[config.mk]
export PLATFORM = sky130hd
export DESIGN_NAME = layer2_fwd_mac
export DESIGN_NICKNAME = d
export VERILOG_FILES = /design/src/rtl/dqn_pkg.sv /design/src/rtl/layer2_mac_lane.sv /design/src/rtl/layer2_fwd_mac.sv
export SDC_FILE = /design/constraint.sdc
export NUM_CORES = 2
export LEC_CHECK = 0
export ABC_AREA = 0
export CORE_MARGIN = 5
export CORE_UTILIZATION = 52
export CTS_BUF_LIST = sky130_fd_sc_hd__clkbuf_8
export DETAILED_ROUTE_END_ITERATION = 16
export GPL_TIMING_DRIVEN = 0
export PLACE_DENSITY = 0.73
export SLEW_MARGIN = 20
export SYNTH_ARGS = -nofsm -noshare
export SYNTH_HDL_FRONTEND = slang
export SYNTH_SLANG_ARGS = --single-unit
[constraint.sdc]
create_clock -name clk -period 8.92 [get_ports clk]
set_clock_uncertainty 0.15 [all_clocks]
set_input_delay 1.784 -clock clk [delete_from_list [all_inputs] [get_ports clk]]
set_output_delay 1.784 -clock clk [all_outputs]
set_load 0.05 [all_outputs]
[src/rtl/dqn_pkg.sv]
// Shared DQN definitions: fixed-point widths, layer sizes, FSM states and the
// saturating fixed-point rescale used by every MAC path.
package dqn_pkg;

    localparam int DW        = 16;
    localparam int FRAC_BITS = 8;
    localparam int N_IN      = 9;
    localparam int N_ACT     = 5;
    localparam int ACC_W     = 2 * DW + $clog2(N_IN);

    typedef enum logic [1:0] {
        IDLE,
        RUN,
        SAT
    } state_t;

    // Floor-shift back to DW fractional format, clamping to the signed DW range.
    function automatic logic signed [DW-1:0] sat_shift(input logic signed [ACC_W-1:0] acc);
        logic signed [ACC_W-1:0] shifted;
        logic        [ACC_W-DW:0] upper;
        shifted = acc >>> FRAC_BITS;
        upper   = shifted[ACC_W-1:DW-1];
        if (upper == '0 || upper == '1) begin
            sat_shift = shifted[DW-1:0];
        end else if (shifted[ACC_W-1]) begin
            sat_shift = {1'b1, {(DW-1){1'b0}}};
        end else begin
            sat_shift = {1'b0, {(DW-1){1'b1}}};
        end
    endfunction

endpackage

[src/rtl/layer2_mac_lane.sv]
// One output lane of the layer-2 forward pass: signed multiply-accumulate with a
// combinational saturated/rescaled view of the accumulator.
module layer2_mac_lane
    import dqn_pkg::*;
(
    input  logic                 clk,
    input  logic                 rst_n,
    input  logic                 clr,
    input  logic                 en,
    input  logic signed [DW-1:0] h,
    input  logic signed [DW-1:0] w,
    output logic signed [DW-1:0] q
);

    logic signed [ACC_W-1:0] acc_q;
    logic signed [ACC_W-1:0] acc_d;
    logic signed [2*DW-1:0]  prod;

    always_comb begin
        prod  = h * w;
        acc_d = acc_q;
        if (clr) begin
            acc_d = '0;
        end else if (en) begin
            acc_d = acc_q + {{(ACC_W-2*DW){prod[2*DW-1]}}, prod};
        end
    end

    always_ff @(posedge clk or negedge rst_n) begin
        if (!rst_n) begin
            acc_q <= '0;
        end else begin
            acc_q <= acc_d;
        end
    end

    assign q = sat_shift(acc_q);

endmodule

[src/rtl/layer2_fwd_mac.sv]
// Layer-2 DQN forward pass: Q_k = sum_i h_i * w2_k[i] over N_IN rows, five lanes.
// Optional LAYER2_ARGMAX_EN adds registered best_act/best_q outputs.
module layer2_fwd_mac
    import dqn_pkg::*;
(
    input  logic               clk,
    input  logic               rst_n,
    input  logic               start,
    input  logic [N_IN*DW-1:0] h_flat,
    input  logic [DW-1:0]      w2_1,
    input  logic [DW-1:0]      w2_2,
    input  logic [DW-1:0]      w2_3,
    input  logic [DW-1:0]      w2_4,
    input  logic [DW-1:0]      w2_5,
    output logic [3:0]         st,
    output logic               busy,
    output logic [DW-1:0]      q_1,
    output logic [DW-1:0]      q_2,
    output logic [DW-1:0]      q_3,
    output logic [DW-1:0]      q_4,
    output logic [DW-1:0]      q_5,
    output logic               q_valid
`ifdef LAYER2_ARGMAX_EN
   ,output logic [2:0]         best_act,
    output logic [DW-1:0]      best_q
`endif
);

    state_t               state_q, state_d;
    logic [3:0]           st_q, st_d;
    logic                 busy_q, busy_d;
    logic                 q_valid_q, q_valid_d;
    logic signed [DW-1:0] q_q [N_ACT];
    logic signed [DW-1:0] q_d [N_ACT];
    logic signed [DW-1:0] h_q [N_IN];
    logic signed [DW-1:0] h_d [N_IN];

    logic                 lane_clr;
    logic                 lane_en;
    logic signed [DW-1:0] h_cur;
    logic signed [DW-1:0] w_vec  [N_ACT];
    logic signed [DW-1:0] lane_q [N_ACT];

    assign w_vec[0] = w2_1;
    assign w_vec[1] = w2_2;
    assign w_vec[2] = w2_3;
    assign w_vec[3] = w2_4;
    assign w_vec[4] = w2_5;
    assign h_cur    = h_q[st_q];

    for (genvar k = 0; k < N_ACT; k++) begin : g_lane
        layer2_mac_lane u_lane (
            .clk   (clk),
            .rst_n (rst_n),
            .clr   (lane_clr),
            .en    (lane_en),
            .h     (h_cur),
            .w     (w_vec[k]),
            .q     (lane_q[k])
        );
    end

    always_comb begin
        state_d   = state_q;
        st_d      = st_q;
        busy_d    = busy_q;
        q_valid_d = 1'b0;
        q_d       = q_q;
        h_d       = h_q;
        lane_clr  = 1'b0;
        lane_en   = 1'b0;
        case (state_q)
            IDLE: begin
                if (start) begin
                    for (int i = 0; i < N_IN; i++) begin
                        h_d[i] = h_flat[i*DW +: DW];
                    end
                    lane_clr = 1'b1;
                    st_d     = '0;
                    busy_d   = 1'b1;
                    state_d  = RUN;
                end
            end
            RUN: begin
                lane_en = 1'b1;
                if (st_q == 4'(N_IN - 1)) begin
                    st_d    = '0;
                    state_d = SAT;
                end else begin
                    st_d = st_q + 4'd1;
                end
            end
            SAT: begin
                q_d       = lane_q;
                q_valid_d = 1'b1;
                busy_d    = 1'b0;
                state_d   = IDLE;
            end
            default: begin
                st_d    = '0;
                busy_d  = 1'b0;
                state_d = IDLE;
            end
        endcase
    end

    always_ff @(posedge clk or negedge rst_n) begin
        if (!rst_n) begin
            state_q   <= IDLE;
            st_q      <= '0;
            busy_q    <= 1'b0;
            q_valid_q <= 1'b0;
            for (int k = 0; k < N_ACT; k++) begin
                q_q[k] <= '0;
            end
            for (int i = 0; i < N_IN; i++) begin
                h_q[i] <= '0;
            end
        end else begin
            state_q   <= state_d;
            st_q      <= st_d;
            busy_q    <= busy_d;
            q_valid_q <= q_valid_d;
            q_q       <= q_d;
            h_q       <= h_d;
        end
    end

    assign st      = st_q;
    assign busy    = busy_q;
    assign q_valid = q_valid_q;
    assign q_1     = q_q[0];
    assign q_2     = q_q[1];
    assign q_3     = q_q[2];
    assign q_4     = q_q[3];
    assign q_5     = q_q[4];

`ifdef LAYER2_ARGMAX_EN
    logic [2:0]           best_act_q, best_act_d;
    logic signed [DW-1:0] best_q_q, best_q_d;
    logic [2:0]           arg_idx;
    logic signed [DW-1:0] arg_val;

    // Strict greater-than keeps the lowest index on ties.
    always_comb begin
        arg_idx = '0;
        arg_val = lane_q[0];
        for (int k = 1; k < N_ACT; k++) begin
            if (lane_q[k] > arg_val) begin
                arg_idx = 3'(k);
                arg_val = lane_q[k];
            end
        end
        best_act_d = best_act_q;
        best_q_d   = best_q_q;
        if (state_q == SAT) begin
            best_act_d = arg_idx;
            best_q_d   = arg_val;
        end
    end

    always_ff @(posedge clk or negedge rst_n) begin
        if (!rst_n) begin
            best_act_q <= '0;
            best_q_q   <= '0;
        end else begin
            best_act_q <= best_act_d;
            best_q_q   <= best_q_d;
        end
    end

    assign best_act = best_act_q;
    assign best_q   = best_q_q;
`endif

endmodule

==> results.cfg <==
[yosys]
avgSynthCellArea_um2 = 9.27
async_reset_ff_share_pct = 100
synthTopCellsByArea = fa_1 (36%), dfrtp_1 (14%), ha_1 (10%)
yosys.area.top_type = fa_1
seq_area_frac_synth_pct = 14.0
synth_edf_count = 0
synth.distinct_cells = 91
yosys.area.top_type_share_pct = 35.8
yosysWarnings = 0
syn-num-nets = 10100
synth_seq_cells = 412
synth_cells = 7939
synth_ff_type = dfrtp_1
syn_area_um2 = 73600

[route]
ant_nets = 0
route.vias.total = 59200
routed_wl_um = 250000
drc = 0
first_pass_iters = 6
wl_per_cell_um = 23.9
viasPerCell = 5.64
initialDrtViolationCount = 4626

[setup_path]
critPathMaxFanout = 10
cp-start-kind = input port
crit_path_max_incr_delay_ns = 0.81
critPathSlowestCell = clkdlybuf4s50_1
cp_common_cell = fa_1
end_kind = flip-flop
arrival_ns = 10.46
crit_required_ns = 9.43
crit_type = input port to flip-flop

[die]
die-area_um2 = 149000
pin_count = 313
initial_core_util_pct = 52.2
die_w_um = 386
design.core.area_um2 = 141000
dieHeight_um = 386
fp-row-count = 138

[timing]
max_freq_mhz = 101
min_period_ns = 9.95
relSlewSlack_pct = 27.1
fin_crit_sh_pct = 112
hold_viol_final = 0
slew_viol_final = 0
finalSetupViolCount = 68
tightest_slew_ns = 1.09
rsz0062_at_grt = yes
fin_ws_ns = -1.03

[outcome]
status = complete, but fails checks
violations = negative setup slack

[global_route]
grtUsageTotal_pct = 33.7
grt_start_max_net_pins = 97
grt_first_pass_wirelength_um = 376000
grt_pass1_vias = 62100
antenna_found_initial = 54
grt_overflow_total = 0

[worst_hold_path]
hp-class = flip-flop to flip-flop

[final_layout]
final_nets = 10600
area_growth_pct = 17.7
drive_gt1_share_pct = 13.9
n_fill_cell = 11800
fin_cells = 10500

[clocking]
path_clk_slew_ns = 0.07
cts.sinks = 412
cts_max_path_buffers = 3
worstSkewPairLatency_ns = 0.84
cts_buffers = 77
h-tree-depth = 3
cts_tree = yes
cts_root_buf = clkbuf_8
cts_hold_buf = 0

[placement]
gp_congestion = 1.00
dp_hpwl_um = 201000
place_inst = 10200
io_buffer_count = 312

[run]
maxCapViolCount = 0
layer usage:
layer	vias to the layer above	routed length, µm	GRT usage (%)
li1	26000	-	-
met1	29900	95100	42.7
met2	2561	110000	51.6
met3	750	27200	10.5
met4	50	17200	18.7
met5	-	315	0
final cells by class:
cell class | count | area, µm² | share of cell area, %
repair buffers | 501 | 5020 | 5.80
clock buffers | 89 | 1220 | 1.41
multi-input cells | 5676 | 58900 | 68.0
inverters | 1541 | 5800 | 6.70
clock inverters | 44 | 423 | 0.488
diodes | 36 | 90.1 | 0.104
plain buffers | 301 | 2460 | 2.84
flip-flops and latches | 412 | 10300 | 11.9
well taps | 1890 | 2360 | 2.73
metrics by stage:
stage / hold slack [ns] / utilization (%) / area, µm² / setup slack, ns / TNS (ns)
3_5_place_dp: 0.324 / 57.0 / 80400 / -3.26 / -204.85
2_1_floorplan: 0.305 / - / 74400 / -0.261 / -0.362
3_3_place_gp: 0.318 / 56.6 / 79900 / -15.10 / -5696.73
6_report: 0.333 / 61.4 / 86600 / -1.03 / -29.19
4_1_cts: 0.333 / 59.5 / 84000 / -0.951 / -33.18
5_1_grt: 0.363 / 61.3 / 86500 / -1.26 / -50.27
worst max-delay path, delay by kind of cell:
family                   cells  cell delay, ns
adder cells (fa/ha/maj)      8            3.73
AO/OA/AOI/OAI               15            2.71
buffers and inverters        6            1.52
AND/OR/NAND/NOR              3            0.37
XOR/XNOR                     2            0.35
cells by family (layout without fill, tap and decap cells):
group                    count (synthesis)  after routing  share of synthesized area [%]
other                                    0             36                              0
adder cells (fa/ha/maj)               1902           1902                           45.8
multiplexers                           194            194                           3.43
AND/OR/NAND/NOR                       2149           2149                           14.1
buffers and inverters                 1851           2476                           9.48
XOR/XNOR                               320            320                           3.82
flip-flops                             412            412                           14.0
AO/OA/AOI/OAI                         1111           1111                           9.40
state kept, by name, summed over array words and instances (netlist names), 4 cells and up:
register / flops
q_4: 16
q_1: 16
h_q: 144
st: 4
q_3: 16
g_lane.u_lane.acc_q: 180
q_2: 16
q_5: 16
cell usage in the layout, fill, tap and decap left out, types with 101 or more instances in the layout:
cell                n
dfrtp_1           409
ha_1              527
a21o_1            158
xnor2_1           198
buf_4             171
nand2_1           971
mux2_2            144
a21oi_1           252
inv_1            1518
and2_1            580
clkdlybuf4s50_1   304
fa_1             1280
o21ai_0           222
xor2_1            101
clkbuf_8          112
nor2_1            209
final timing paths:
| check | end | cells after the start | slack [ns] | from |
|---|---|---|---|---|
| worst max-delay path | g_lane[4].u_lane.acc_q[35] | 34 | -1.03 | w2_5[12] |
| worst min-delay path | q_5[14] | 2 | 0.33 | q_5[14] |
| worst max register to register | g_lane[4].u_lane.acc_q[35] | 39 | -1.03 | st[0] |
| worst min register to register | q_5[14] | 2 | 0.33 | q_5[14] |
| max in group asynchronous | g_lane[2].u_lane.acc_q[30] | 3 | 6.61 | rst_n |
| min in group asynchronous | q_2[11] | 1 | 0.64 | rst_n |
synthesized netlist by cell type (18+ instances only):
cell / number
clkbuf_1: 284
nand2b_1: 34
ha_1: 587
buf_2: 19
dfrtp_1: 412
a31oi_1: 31
o31ai_1: 21
nand3_1: 62
nor2b_1: 39
a21o_1: 158
fa_1: 1315
a22o_1: 22
nor2_1: 222
mux4_2: 32
o21a_1: 27
nor4_1: 19
a211oi_1: 21
mux2_2: 144
nand4_1: 33
o21ai_1: 27
xnor2_1: 215
a21oi_1: 323
and2_1: 609
and3_1: 35
nor3_1: 40
mux2i_1: 18
nand2_1: 989
xor2_1: 104
o21ai_0: 309
inv_1: 1540
o21bai_1: 29
timing repair:
action / in CTS / in global routing
buffers inserted: 50 / 120
gates resized for setup: 392 / 537
cloned: 0 / 2
pin swaps: 51 / 168
setup endpoints to repair: 118 / 93
Power is not shown: default switching activity piles up to over one toggle a cycle in this logic, so the estimate is an artifact.
